### src/rtl/arm_pkg.sv
// Shared types and constants for the decode-stage hazard scoreboard.
package arm_pkg;

    localparam int REG_W = 4;
    localparam int DEPTH = 2;

    typedef struct packed {
        logic             valid;
        logic [REG_W-1:0] dest;
        logic             is_load;
    } sb_entry_t;

endpackage

### src/rtl/sb_match.sv
// Per-slot comparator: flags a read of an in-flight destination register.
module sb_match
    import arm_pkg::*;
(
    input  sb_entry_t              entry,
    input  logic [REG_W-1:0]       src_1,
    input  logic                   src1_used,
    input  logic [REG_W-1:0]       src_2,
    input  logic                   two_src,
    output logic                   hit
);

    assign hit = entry.valid &&
                 ((src1_used && (src_1 == entry.dest)) ||
                  (two_src   && (src_2 == entry.dest)));

endmodule

### src/rtl/hazard_scoreboard.sv
// Tracks EXE/MEM destinations and raises a stall for the decode stage.
// Build option FORWARDING_EN: stall on load-use only and expose per-slot fwd_hit.
module hazard_scoreboard
    import arm_pkg::sb_entry_t;
#(
    parameter int DEPTH = arm_pkg::DEPTH,
    parameter int REG_W = arm_pkg::REG_W,
    parameter int CNT_W = 16
) (
    input  logic             clk,
    input  logic             rst,
    input  logic             freeze,
    input  logic             flush,
    input  logic [REG_W-1:0] src_1,
    input  logic             src1_used,
    input  logic [REG_W-1:0] src_2,
    input  logic             two_src,
    input  logic             id_wb_en,
    input  logic             id_mem_r_en,
    input  logic [REG_W-1:0] id_dest,
    output logic             hazard,
    output logic [DEPTH-1:0] sb_valid,
    output logic [CNT_W-1:0] stall_cnt
`ifdef FORWARDING_EN
    ,
    output logic [DEPTH-1:0] fwd_hit
`endif
);

    sb_entry_t        slots [DEPTH];
    logic [DEPTH-1:0] hits;
    logic             hazard_raw;

    for (genvar g = 0; g < DEPTH; g++) begin : g_match
        sb_match u_match (
            .entry     (slots[g]),
            .src_1     (src_1),
            .src1_used (src1_used),
            .src_2     (src_2),
            .two_src   (two_src),
            .hit       (hits[g])
        );
    end

`ifdef FORWARDING_EN
    // Only a load still in EXE cannot be forwarded in time.
    assign hazard_raw = hits[0] && slots[0].is_load;
    assign fwd_hit    = hits;
`else
    assign hazard_raw = |hits;
`endif

    // A squashed ID instruction never needs to stall.
    assign hazard = hazard_raw && !flush;

    always_comb begin
        sb_valid = '0;
        for (int i = 0; i < DEPTH; i++) begin
            sb_valid[i] = slots[i].valid;
        end
    end

    always_ff @(posedge clk or posedge rst) begin
        if (rst) begin
            for (int i = 0; i < DEPTH; i++) begin
                slots[i] <= '0;
            end
        end else if (!freeze) begin
            for (int i = DEPTH - 1; i > 0; i--) begin
                slots[i] <= slots[i-1];
            end
            slots[0].valid   <= id_wb_en && !hazard && !flush;
            slots[0].dest    <= id_dest;
            slots[0].is_load <= id_mem_r_en;
        end
    end

    always_ff @(posedge clk or posedge rst) begin
        if (rst) begin
            stall_cnt <= '0;
        end else if (hazard && !freeze && (stall_cnt != {CNT_W{1'b1}})) begin
            stall_cnt <= stall_cnt + 1'b1;
        end
    end

endmodule

### config.mk
export PLATFORM = sky130hd
export DESIGN_NAME = hazard_scoreboard
export DESIGN_NICKNAME = d
export VERILOG_FILES = /design/src/rtl/arm_pkg.sv /design/src/rtl/sb_match.sv /design/src/rtl/hazard_scoreboard.sv
export SDC_FILE = /design/constraint.sdc
export NUM_CORES = 1
export LEC_CHECK = 0
export BUFFER_PORTS_ARGS = -buffer_cell sky130_fd_sc_hd__buf_4
export CORE_MARGIN = 3
export CORE_UTILIZATION = 45
export DETAILED_ROUTE_END_ITERATION = 8
export HOLD_SLACK_MARGIN = 0.03
export MAX_ROUTING_LAYER = met4
export PLACE_DENSITY = 0.73
export SYNTH_ARGS = -nofsm -noshare
export SYNTH_HDL_FRONTEND = slang
export SYNTH_SLANG_ARGS = --single-unit
### constraint.sdc
create_clock -name clk -period 1.6 [get_ports clk]
set_clock_uncertainty 0.1 [all_clocks]
set_input_delay 0.32 -clock clk [delete_from_list [all_inputs] [get_ports clk]]
set_output_delay 0.32 -clock clk [all_outputs]
set_load 0.01 [all_outputs]
After elaboration in Yosys (flattened, before gate mapping)
Cells that the tools add are included.
Storage, ports and cells
  register bits: 26
  logic and storage cells: 28
  input bits: 20
  output and inout port bits: 19
Operators by class
  $add $sub $neg: 1
  reductions and logical operators: 17
  eq/ne operators: 5
Operators by type and width (number)
  $add A16 B1 Y16 const B: 1
  $eq A4 B4 Y1: 4
  $ne A16 B16 Y1 const B: 1
  $logic_and A1 B1 Y1: 11
  $logic_not A1 Y1: 3
  $logic_or A1 B1 Y1: 2
  $reduce_or A2 Y1: 1

Depth between registers and ports, before layout
  word-level depth: 9
  mapped depth: 7
  depth with buffers taken out: 7

By module
Synthesis repeated with hierarchy kept, for this count alone.
Unflattened totals
  cells, all modules: 131
  area total of the unflattened synthesis: 1493.9 um^2
By module, submodules not included
  hazard_scoreboard: times used 1, cells an instance 107, sequential area each 700.7 um^2, area each 1288.7 um^2
  sb_match: times used 2, cells an instance 12, sequential area each 0.0 um^2, area each 102.6 um^2

Worst setup path after synthesis
OpenSTA, ideal clock, no wires.
  path kind: reg2out
  from: register slots[7] (netlist name)
  to: output hazard
  slack: -0.218 ns
  buffers on the path: 1
  data arrival time: 1.398 ns
  stages on the path, launching flop included: 7
  required time: 1.180 ns
  cells stage by stage: dfrtp_1 > xor2_1 > nor3_1 > nand4_1 > nand4_4 > buf_6 > nor2b_1
On the way
  cells in the longest elaborated chain, start to end: 6
  elaborated cells on any way between the ends: 8
  those cells by class: eq/ne (2); reduce/logical (6)
RTL lines
  start, declared: RTL line hazard_scoreboard.sv:30  | sb_entry_t slots [DEPTH];
  start signal, assigned by index: RTL line hazard_scoreboard.sv:70  | slots[i] <= slots[i-1];
  $eq A4 B4 Y1 (on tied branches): RTL line sb_match.sv:14, sb_match.sv:15
  $logic_and A1 B1 Y1 (on tied branches): RTL line sb_match.sv:14, sb_match.sv:15
  $logic_or A1 B1 Y1 *: RTL line sb_match.sv:14  | ((src1_used && (src_1 == entry.dest)) ||
  $logic_and A1 B1 Y1 *: RTL line sb_match.sv:13  | assign hit = entry.valid &&
  $reduce_or A2 Y1 *: RTL line hazard_scoreboard.sv:50  | assign hazard_raw = |hits;
  $logic_and A1 B1 Y1 *: RTL line hazard_scoreboard.sv:54  | assign hazard = hazard_raw && !flush;
  end, declared: RTL line hazard_scoreboard.sv:21  | output logic hazard,
Every way passes the cells marked *; elsewhere a longest branch is shown, timed or not.

Worst setup path after layout
  from: register slots[2] (netlist name)
  to: output hazard
The elaborated chain is that of the path after synthesis.

==> impl_metrics.tcl <==
set metrics [dict create \
    synth_warnings 0 \
    synth_top_area_share_pct 44.8 \
    cellPowerDensity_nw_per_um2 659 \
    arrival_ns 1.70 \
    status "finished, violations left" \
    multi_input_area_um2 855 \
    tns_ns -6.29 \
    finalMaxSlewViolations 0 \
    min_path_type "in2reg" \
    hpwl_mm 2.76 \
    slew_headroom_pct 71.5 \
    start_util_pct 49.7 \
    maxCapViolations 0 \
    cellLeakagePower_nw 1.05 \
    nNetsFinal 233 \
    port_buffers 37 \
    crit_path_end_kind "output pin" \
    clock-root-buffer "clkbuf_4" \
    critPathMaxFanout 3 \
    grt_start_max_net_pins 27 \
    fmax_mhz 472 \
    cts_tree "built" \
    clock-sinks 26 \
    netlist_top_cells_count "26 x dfrtp_1, 16 x xnor2_1, 14 x xor2_1" \
    period_needed_ns 2.12 \
    whs_path_depth 3 \
    die_x_um 62.8 \
    clk_latency_ns 0.33 \
    io_pins 39 \
    postRouteAntennaNets 0 \
    synth-seq-area-share_pct 44.8 \
    viasPerCell 5.13 \
    holdPathEnd "sb_valid[0]" \
    start_kind "register" \
    ctsLongestPathBuffers 2 \
    seqCellArea_um2 651 \
    yosysMostFrequentCell "dfrtp_1" \
    n_fill_cell 204 \
    hold_viol_final 0 \
    drive_above_1_share_pct 53.6 \
    remaining_drc_errors 0 \
    synth-edff-count 0 \
    antenna_found_initial 0 \
    fin_ws_ns -0.517 \
    synth_area_per_cell_um2 11.0 \
    path_clk_slew_ns 0.14 \
    synth_area_leader_cell "dfrtp_1" \
    crit_required_ns 1.18 \
    ys_ff_latch 26 \
    dieHeight_um 62.8 \
    regToRegEndpoint "stall_cnt[14]" \
    num_rows 19 \
    netlist_instances 132 \
    wl_mm 3.82 \
    grtUsageTotal_pct 20.5 \
    reg2reg_from "slots[2]" \
    synth-main-ff-cell "dfrtp_1" \
    synthTopCellsByArea "dfrtp_1 45%, xnor2_1 9.6%, xor2_1 8.4%" \
    num_antenna_cells 0 \
    peakVddDrop_v 0.000398 \
    synthArstFlopShare_pct 100 \
    drt_iter0_markers 46 \
    critPathKind "reg2out" \
    grt.overflow.total 0 \
    finalCritPeriodShare_pct 132 \
    die_area_um2 3950 \
    syn_area_um2 1450 \
    placed_area_um2 2010 \
    place.gp.congestion 0.802 \
    r2r_slack_ns -0.50 \
    num_vias 1299 \
    syn_to_final_growth_pct 53.8 \
    grt_first_pass_wirelength_mm 6.22 \
    wl_per_cell_um 15.1 \
    finalSetupViolations 18 \
    ff2ff_path_depth 9 \
    syn_nets 153 \
    yosysUniqueCellTypes 29 \
    dr.pass1.iters 4 \
    cts_buffers 3 \
    htreeDepth 1 \
    rsz0062_at_grt "yes" \
    first_global_vias 1352 \
    fp.coreArea_um2 2920 \
    postLayoutCellArea_um2 2230 \
    worst_slew_pin_slew_ns 0.424 \
    hold_path_startpoint "id_wb_en" \
    violations "setup timing" \
]
worst max-delay path, stage by stage, from the launching register on:
cell     delay (ns)
dfrtp_1        0.44
xor2_1         0.15
nor3_1         0.22
nand4_1        0.17
nand4_4        0.14
nor2b_4        0.15
buf_6          0.10
final cells by class:
class	instances	area share (%)
timing repair buffer	81	28.3
sequential	26	29.1
inverter	2	0.336
tap	42	2.35
clock buffer	4	1.62
multi-input combinational	98	38.2
layer usage:
layer  vias to the layer above  part of all wire, %  track usage, %
met3                         9                  4.9            3.60
met2                        44                   53            36.2
li1                        630                    -               -
met5                         -                    0               -
met4                         0                  2.4            8.82
met1                       616                   39            22.6
metrics by stage:
step	total power [W]	hold slack, ns	utilization, %	instances	setup slack, ns
CTS	0.00146	0.105	71.4	248	-0.514
global placement	0.00108	0.294	68.6	239	-0.233
floorplan	0.000924	0.260	-	132	-0.150
detailed placement	0.00111	0.299	68.6	239	-0.298
global route	0.00157	0.0865	76.4	253	-0.614
finish	0.00147	0.114	76.4	253	-0.517
logic make-up (layout without fill, tap and decap cells):
logic type / after synthesis / in the layout / synth area share (%)
muxes: 10 / 10 / 8.01
xor gates and xnor gates: 30 / 30 / 18.1
adders and majority gates: 1 / 1 / 0.861
and+or+nand+nor: 54 / 54 / 23.8
DFF: 26 / 26 / 44.8
buffers and inverters: 8 / 87 / 3.19
AOI/OAI and AO/OA: 3 / 3 / 1.29
power by group:
group | leakage [nW] | internal, W | total, W | switching (W)
Sequential | 0.342 | 0.000704 | 0.000750 | 0.0000454
Clock | 0.0210 | 0.000139 | 0.000339 | 0.000199
Combinational | 0.692 | 0.000227 | 0.000383 | 0.000156
Total | 1.05 | 0.00107 | 0.00147 | 0.000401
worst max path at each step:
| stage | from | to | slack, ns | depth (start not counted) |
|---|---|---|---|---|
| final | slots[2] | hazard | -0.52 | 6 |
| after global routing | slots[9] | hazard | -0.61 | 6 |
| after CTS | slots[2] | hazard | -0.51 | 6 |
| after detailed placement | src_1[2] | stall_cnt[14] | -0.30 | 8 |
| after global placement | src_1[2] | hazard | -0.23 | 7 |
| after floorplan | stall_cnt[0] | stall_cnt[14] | -0.15 | 7 |
cells in the final DEF (no fill, tap or decap), types with 2 or more instances in the layout:
cell type	count
nor2_1	6
nand2_1	7
buf_6	4
xnor2_2	3
dfrtp_1	26
nand3_1	4
and3_1	2
nand4_1	11
clkbuf_4	3
inv_1	2
buf_4	75
nand3_4	3
nor4b_4	2
mux2_2	9
nand3_2	5
xor2_1	14
nor3_1	7
xnor2_1	13
sequential cells by signal, summed over array words and instances (netlist names):
register   flops
sb_valid       2
slots          8
stall_cnt     16
what timing repair did:
item | 4_1_cts | 5_1_grt
hold endpoints to repair | 26 | 0
pin swaps | 9 | 15
gates resized for setup | 1 | 21
setup endpoints to repair | 17 | 18
gates cloned | 0 | 0
setup buffers | 4 | 5
hold buffers | 1 | 0
(Power assumes the default switching activity.)
